<file path="src/rtl/chip16_vector_checker_pkg.sv">
// Shared definitions for the 16-bit chip vector checker: op modes, FSM states,
// LFSR tap, directed vectors and the failure-capture record.
package chip16_vector_checker_pkg;

    localparam int unsigned DATA_W       = 16;
    localparam int unsigned ERR_W        = 8;
    localparam int unsigned NUM_DIRECTED = 4;

    localparam logic [1:0] MODE_OR   = 2'b00;
    localparam logic [1:0] MODE_AND  = 2'b01;
    localparam logic [1:0] MODE_XOR  = 2'b10;
    localparam logic [1:0] MODE_NAND = 2'b11;

    localparam logic [DATA_W-1:0] LFSR_TAP = 16'hB400;

    // Bit k set means directed vector k drives all-ones on that operand.
    localparam logic [NUM_DIRECTED-1:0] DIR_A_ONES = 4'b1100;
    localparam logic [NUM_DIRECTED-1:0] DIR_B_ONES = 4'b1010;

    typedef enum logic [2:0] {
        ST_IDLE,
        ST_DRIVE,
        ST_CHECK,
        ST_NEXT,
        ST_DONE
    } state_e;

    typedef struct packed {
        logic [DATA_W-1:0] a;
        logic [DATA_W-1:0] b;
        logic [DATA_W-1:0] out;
    } fail_rec_t;

    function automatic logic [DATA_W-1:0] lfsr_next(input logic [DATA_W-1:0] s);
        return s[0] ? ((s >> 1) ^ LFSR_TAP) : (s >> 1);
    endfunction

    function automatic logic [DATA_W-1:0] expected_out(input logic [1:0]        m,
                                                       input logic [DATA_W-1:0] x,
                                                       input logic [DATA_W-1:0] y);
        logic [DATA_W-1:0] r;
        case (m)
            MODE_OR:  r = x | y;
            MODE_AND: r = x & y;
            MODE_XOR: r = x ^ y;
            default:  r = ~(x & y);
        endcase
        return r;
    endfunction

endpackage

</file>
<file path="src/rtl/chip16_vector_checker_lfsr16.sv">
// 16-bit Galois LFSR (right shift) with seed reload and single-step advance.
module lfsr16
    import chip16_vector_checker_pkg::*;
(
    input  logic              clk,
    input  logic              rst_n,
    input  logic              load,
    input  logic [DATA_W-1:0] seed,
    input  logic              advance,
    output logic [DATA_W-1:0] state
);

    logic [DATA_W-1:0] state_q;

    always_ff @(posedge clk) begin
        if (!rst_n) begin
            state_q <= seed;
        end else if (load) begin
            state_q <= seed;
        end else if (advance) begin
            state_q <= lfsr_next(state_q);
        end
    end

    assign state = state_q;

endmodule

</file>
<file path="config.mk">
export PLATFORM = sky130hd
export DESIGN_NAME = lfsr16
export DESIGN_NICKNAME = d
export VERILOG_FILES = /design/src/rtl/chip16_vector_checker_pkg.sv /design/src/rtl/chip16_vector_checker_lfsr16.sv
export SDC_FILE = /design/constraint.sdc
export NUM_CORES = 1
export LEC_CHECK = 0
export ABC_CLOCK_PERIOD_IN_PS = 1600
export CAP_MARGIN = 20
export CORE_MARGIN = 3
export CORE_UTILIZATION = 39
export CTS_BUF_LIST = sky130_fd_sc_hd__clkbuf_8 sky130_fd_sc_hd__clkbuf_16
export DETAILED_ROUTE_END_ITERATION = 7
export PLACE_DENSITY = 0.75
export SETUP_SLACK_MARGIN = 0.15
export SYNTH_ARGS = -nofsm -noshare
export SYNTH_HDL_FRONTEND = slang
export SYNTH_SLANG_ARGS = --single-unit
</file>
<file path="constraint.sdc">
create_clock -name clk -period 1.6 [get_ports clk]
set_input_delay 0.32 -clock clk [delete_from_list [all_inputs] [get_ports clk]]
set_output_delay 0.32 -clock clk [all_outputs]
set_load 0.02 [all_outputs]
</file>
After elaboration in Yosys (flattened, before gate mapping)
Index checks and enable logic that the tools add are counted.
{"block": "classes", "n_eq_ne": 1, "mux": 4, "bitwise_logic": 1}
{"operator": "16-bit 2-to-1 mux", "n": 4}
{"operator": "3-bit inverter with 4-bit output", "n": 1}
{"operator": "3-bit by 1-bit != test with 1-bit output, second input constant", "n": 1}
{"block": "totals", "register_bits": 16, "input_bits": 20, "out_inout_bits": 16, "word_cells": 7}

Longest topological paths before layout
{"block": "depth", "depth_word": 5, "depth_mapped": 4, "mapped_depth_nobuf": 2}

Least setup slack after synthesis
No wires, ideal clock.
{"block": "synth_timing", "kind": "input port to flip-flop", "from": "input load", "to": "register state_q[0] (netlist: state[0]), enable pin", "setup_time_ps": 291, "arrival_time_ps": 1108, "required_ps": 1309, "path_slack_ps": 201, "path_stages": 4, "n_path_buf": 2, "cell_sequence": "nand2b_4 buf_6 buf_12 or2_2"}
{"block": "synth_via", "elab_chain_cells": 1}
{"element": "from (decl)", "line": "chip16_vector_checker_lfsr16.sv:7", "source": "input logic load,"}
{"element": "3-bit by 1-bit != test with 1-bit output (no source line)"}
{"element": "to (signal assigned)", "line": "chip16_vector_checker_lfsr16.sv:21", "source": "state_q <= lfsr_next(state_q);"}
{"element": "to (decl)", "line": "chip16_vector_checker_lfsr16.sv:13", "source": "logic [DATA_W-1:0] state_q;"}
No other way between the ends.
A chain may end at the register's enable or synchronous reset.

Worst setup path in the final report
{"block": "layout_timing", "from": "register state_q[13] (netlist: state[13])", "to": "output state[13]"}
{"element": "to (decl)", "line": "chip16_vector_checker_lfsr16.sv:10", "source": "output logic [DATA_W-1:0] state"}
No word-level cell between the ends.

==> flow_summary.json <==
{
  "cts_tree": "built",
  "p_leak_nw": 0.520,
  "grt_pass1_wl_um": 2280,
  "slowest_delay_ps": 420,
  "yosys_warnings": 0,
  "cp_cell_sequence": "dlygate4sd2_1",
  "maxCapViolations": 0,
  "end_kind": "output pin",
  "yosysMostFrequentCell": "edfxtp_1",
  "synth_edf_count": 16,
  "met3_wirelength_um": 95,
  "drc": 0,
  "ys_top_cells_by_count": "16 x edfxtp_1, 9 x mux2_4, 7 x mux2_2",
  "synth_area_um2": 772,
  "synth-seq-area-share_pct": 62.2,
  "cp_num_buf_inv": 1,
  "routed-via-count": 473,
  "firstDrtPassIters": 2,
  "routabilityCongestion": 0.612,
  "p_int_w": 0.000830,
  "io_buffers": 35,
  "critPathTopFamily": "flip-flops",
  "yosys.area_share.simple_pct": 2.59,
  "fin_area_mm2": 0.00121,
  "top_layer_used": "met3",
  "io_pins": 36,
  "ctsHoldBuffers": 0,
  "worst_pin_slew_ps": 228,
  "dieArea_mm2": 0.00255,
  "rows": 15,
  "cts_htree_levels": 1,
  "synth_top_area_share_pct": 62.2,
  "cp_slowest_cell": "edfxtp_1",
  "switching_share_pct": 23.9,
  "dpl.hpwl_um": 1080,
  "setup_violations": 0,
  "finalNonFillerCells": 106,
  "fin_crit_sh_pct": 83.4,
  "crit_arrival_ps": 1010,
  "synth_compound_area_share_pct": 0,
  "grt-ovfl-total": 0,
  "synthAdderAreaFrac_pct": 0,
  "grt_max_degree": 17,
  "combPwrFrac_pct": 23.6,
  "die_w_um": 50.5,
  "antenna_found_initial": 0,
  "synth.area.mux_share_pct": 27.7,
  "slew_headroom_pct": 84.8,
  "drv_slew": 0,
  "largest_reg_flops": 16,
  "grt_pass1_vias": 480,
  "synth-xor-area-share_pct": 3.40,
  "finalClockSkew_ps": 3.94,
  "worstSetupPathType": "flip-flop to output pin",
  "synthFlopType": "edfxtp_1",
  "vdd_drop_max_uv": 486,
  "clkPwrFrac_pct": 27.2,
  "p_total_w": 0.00109,
  "clock_latency_ps": 240,
  "fmax_ghz": 0.750,
  "period_minus_slack_ps": 1330,
  "synth_seq_cells": 16,
  "power_frac_seq_pct": 49.2,
  "ant_nets": 0,
  "outcome": "completed",
  "synthesis.nets": 59,
  "cts_buffer_depth": 2,
  "wire_per_inst_um": 13.7,
  "cp_max_fo": 2,
  "grt_usage_pct": 12.2,
  "final-hold-violation-count": 0,
  "netlist_instances": 39,
  "r2r_slack_ps": 360,
  "clock-sinks": 16,
  "die_h_um": 50.5,
  "fin_setup_tns_ps": 0,
  "hp-class": "flip-flop to flip-flop",
  "synth_top_family_by_area": "multiplexers",
  "vias_per_cell": 4.46,
  "p_sw_w": 0.000261,
  "clkTransAtPathRegs_ps": 60,
  "synth.avg_cell_area_um2": 19.8,
  "rsz0062_at_grt": "false",
  "wl_met1_um": 611,
  "dr_wl_met2_um": 741,
  "yosysTopAreaCell": "edfxtp_1",
  "critPathRequiredTime_ps": 1280,
  "root_buffer": "clkbuf_8",
  "diodes": 0,
  "syn_to_final_growth_pct": 56.2,
  "yosys-top-cells-area": "edfxtp_1 62%, mux2_4 18%, mux2_2 10%",
  "layout.nets": 102,
  "placed_area_mm2": 0.00116,
  "cts_buffers": 3,
  "core_mm2": 0.00180,
  "async_flop_share_pct": 0,
  "synth.distinct_cells": 8,
  "dp.cells": 100,
  "power_density_mw_per_mm2": 905,
  "cp-start-kind": "flip-flop",
  "fill_cells": 159,
  "start_util_pct": 42.8,
  "wl_um": 1450,
  "drive_gt1_share_pct": 32.1,
  "drtIter0Drc": 1
}
-- path summary, 6_finish.rpt --
| kind | cells after the start | start | end |
|---|---|---|---|
| worst min register to register | 1 | state[4] | state[3] |
| worst min-delay path | 1 | state[4] | state[3] |
| worst max-delay path | 1 | state[13] | state[13] |
| worst max register to register | 3 | state[0] | state[10] |
-- what timing repair did --
item / in CTS / in global routing
endpoints found under the hold margin: 0 / 0
gates cloned: 1 / 0
setup buffers: 1 / 0
resized for setup: 18 / 2
setup endpoints to repair: 36 / 6
-- layout by cell type, fill, tap and decap left out --
master           count
clkdlybuf4s50_1     17
dlygate4sd2_1       17
edfxtp_1            16
mux2_4               9
mux2_2               7
xor2_1               3
clkbuf_8             3
buf_4                2
nand2b_4             1
or2_4                1
clkinv_1             1
nand2b_2             1
dlymetal6s2s_1       1
buf_6                1
buf_12               1
-- routing by layer --
layer	vias to the layer above	track usage [%]
met5	-	0
met1	219	15.1
li1	234	-
met3	0	3.26
met2	20	21.1
met4	0	2.69
-- per-stage QoR --
| stage | utilization [%] | hold slack (ps) | worst slack, ps |
|---|---|---|---|
| global placement | 64.2 | 568 | -118 |
| CTS | 66.6 | 576 | 160 |
| floorplan | - | 537 | 201 |
| finish | 66.9 | 572 | 266 |
| global route | 66.9 | 597 | 227 |
| detailed placement | 64.2 | 567 | -166 |
-- cells by family (layout without fill, tap and decap cells) --
family | Yosys count | count (layout)
simple gates | 2 | 3
flops | 16 | 16
buf+inv | 2 | 43
mux | 16 | 16
xor+xnor | 3 | 3
-- power by group through the flow --
stage          Clock, W  Sequential [W]  Combinational [W]
2_1_floorplan         0        0.000603          0.0000844
3_3_place_gp          0        0.000547           0.000282
3_5_place_dp          0        0.000547           0.000286
4_1_cts        0.000307        0.000538           0.000261
5_1_grt        0.000323        0.000545           0.000273
6_report       0.000297        0.000537           0.000258
-- cell type report --
type / instances / area, um^2 / share of cell area (%)
clock buffer: 3 / 41.3 / 3.42
clock inverter: 1 / 3.75 / 0.311
multi-input combinational: 22 / 272 / 22.5
sequential: 16 / 480 / 39.8
tap: 25 / 31.3 / 2.59
timing repair buffer: 39 / 378 / 31.3
Power figures use the tool's default switching activity.
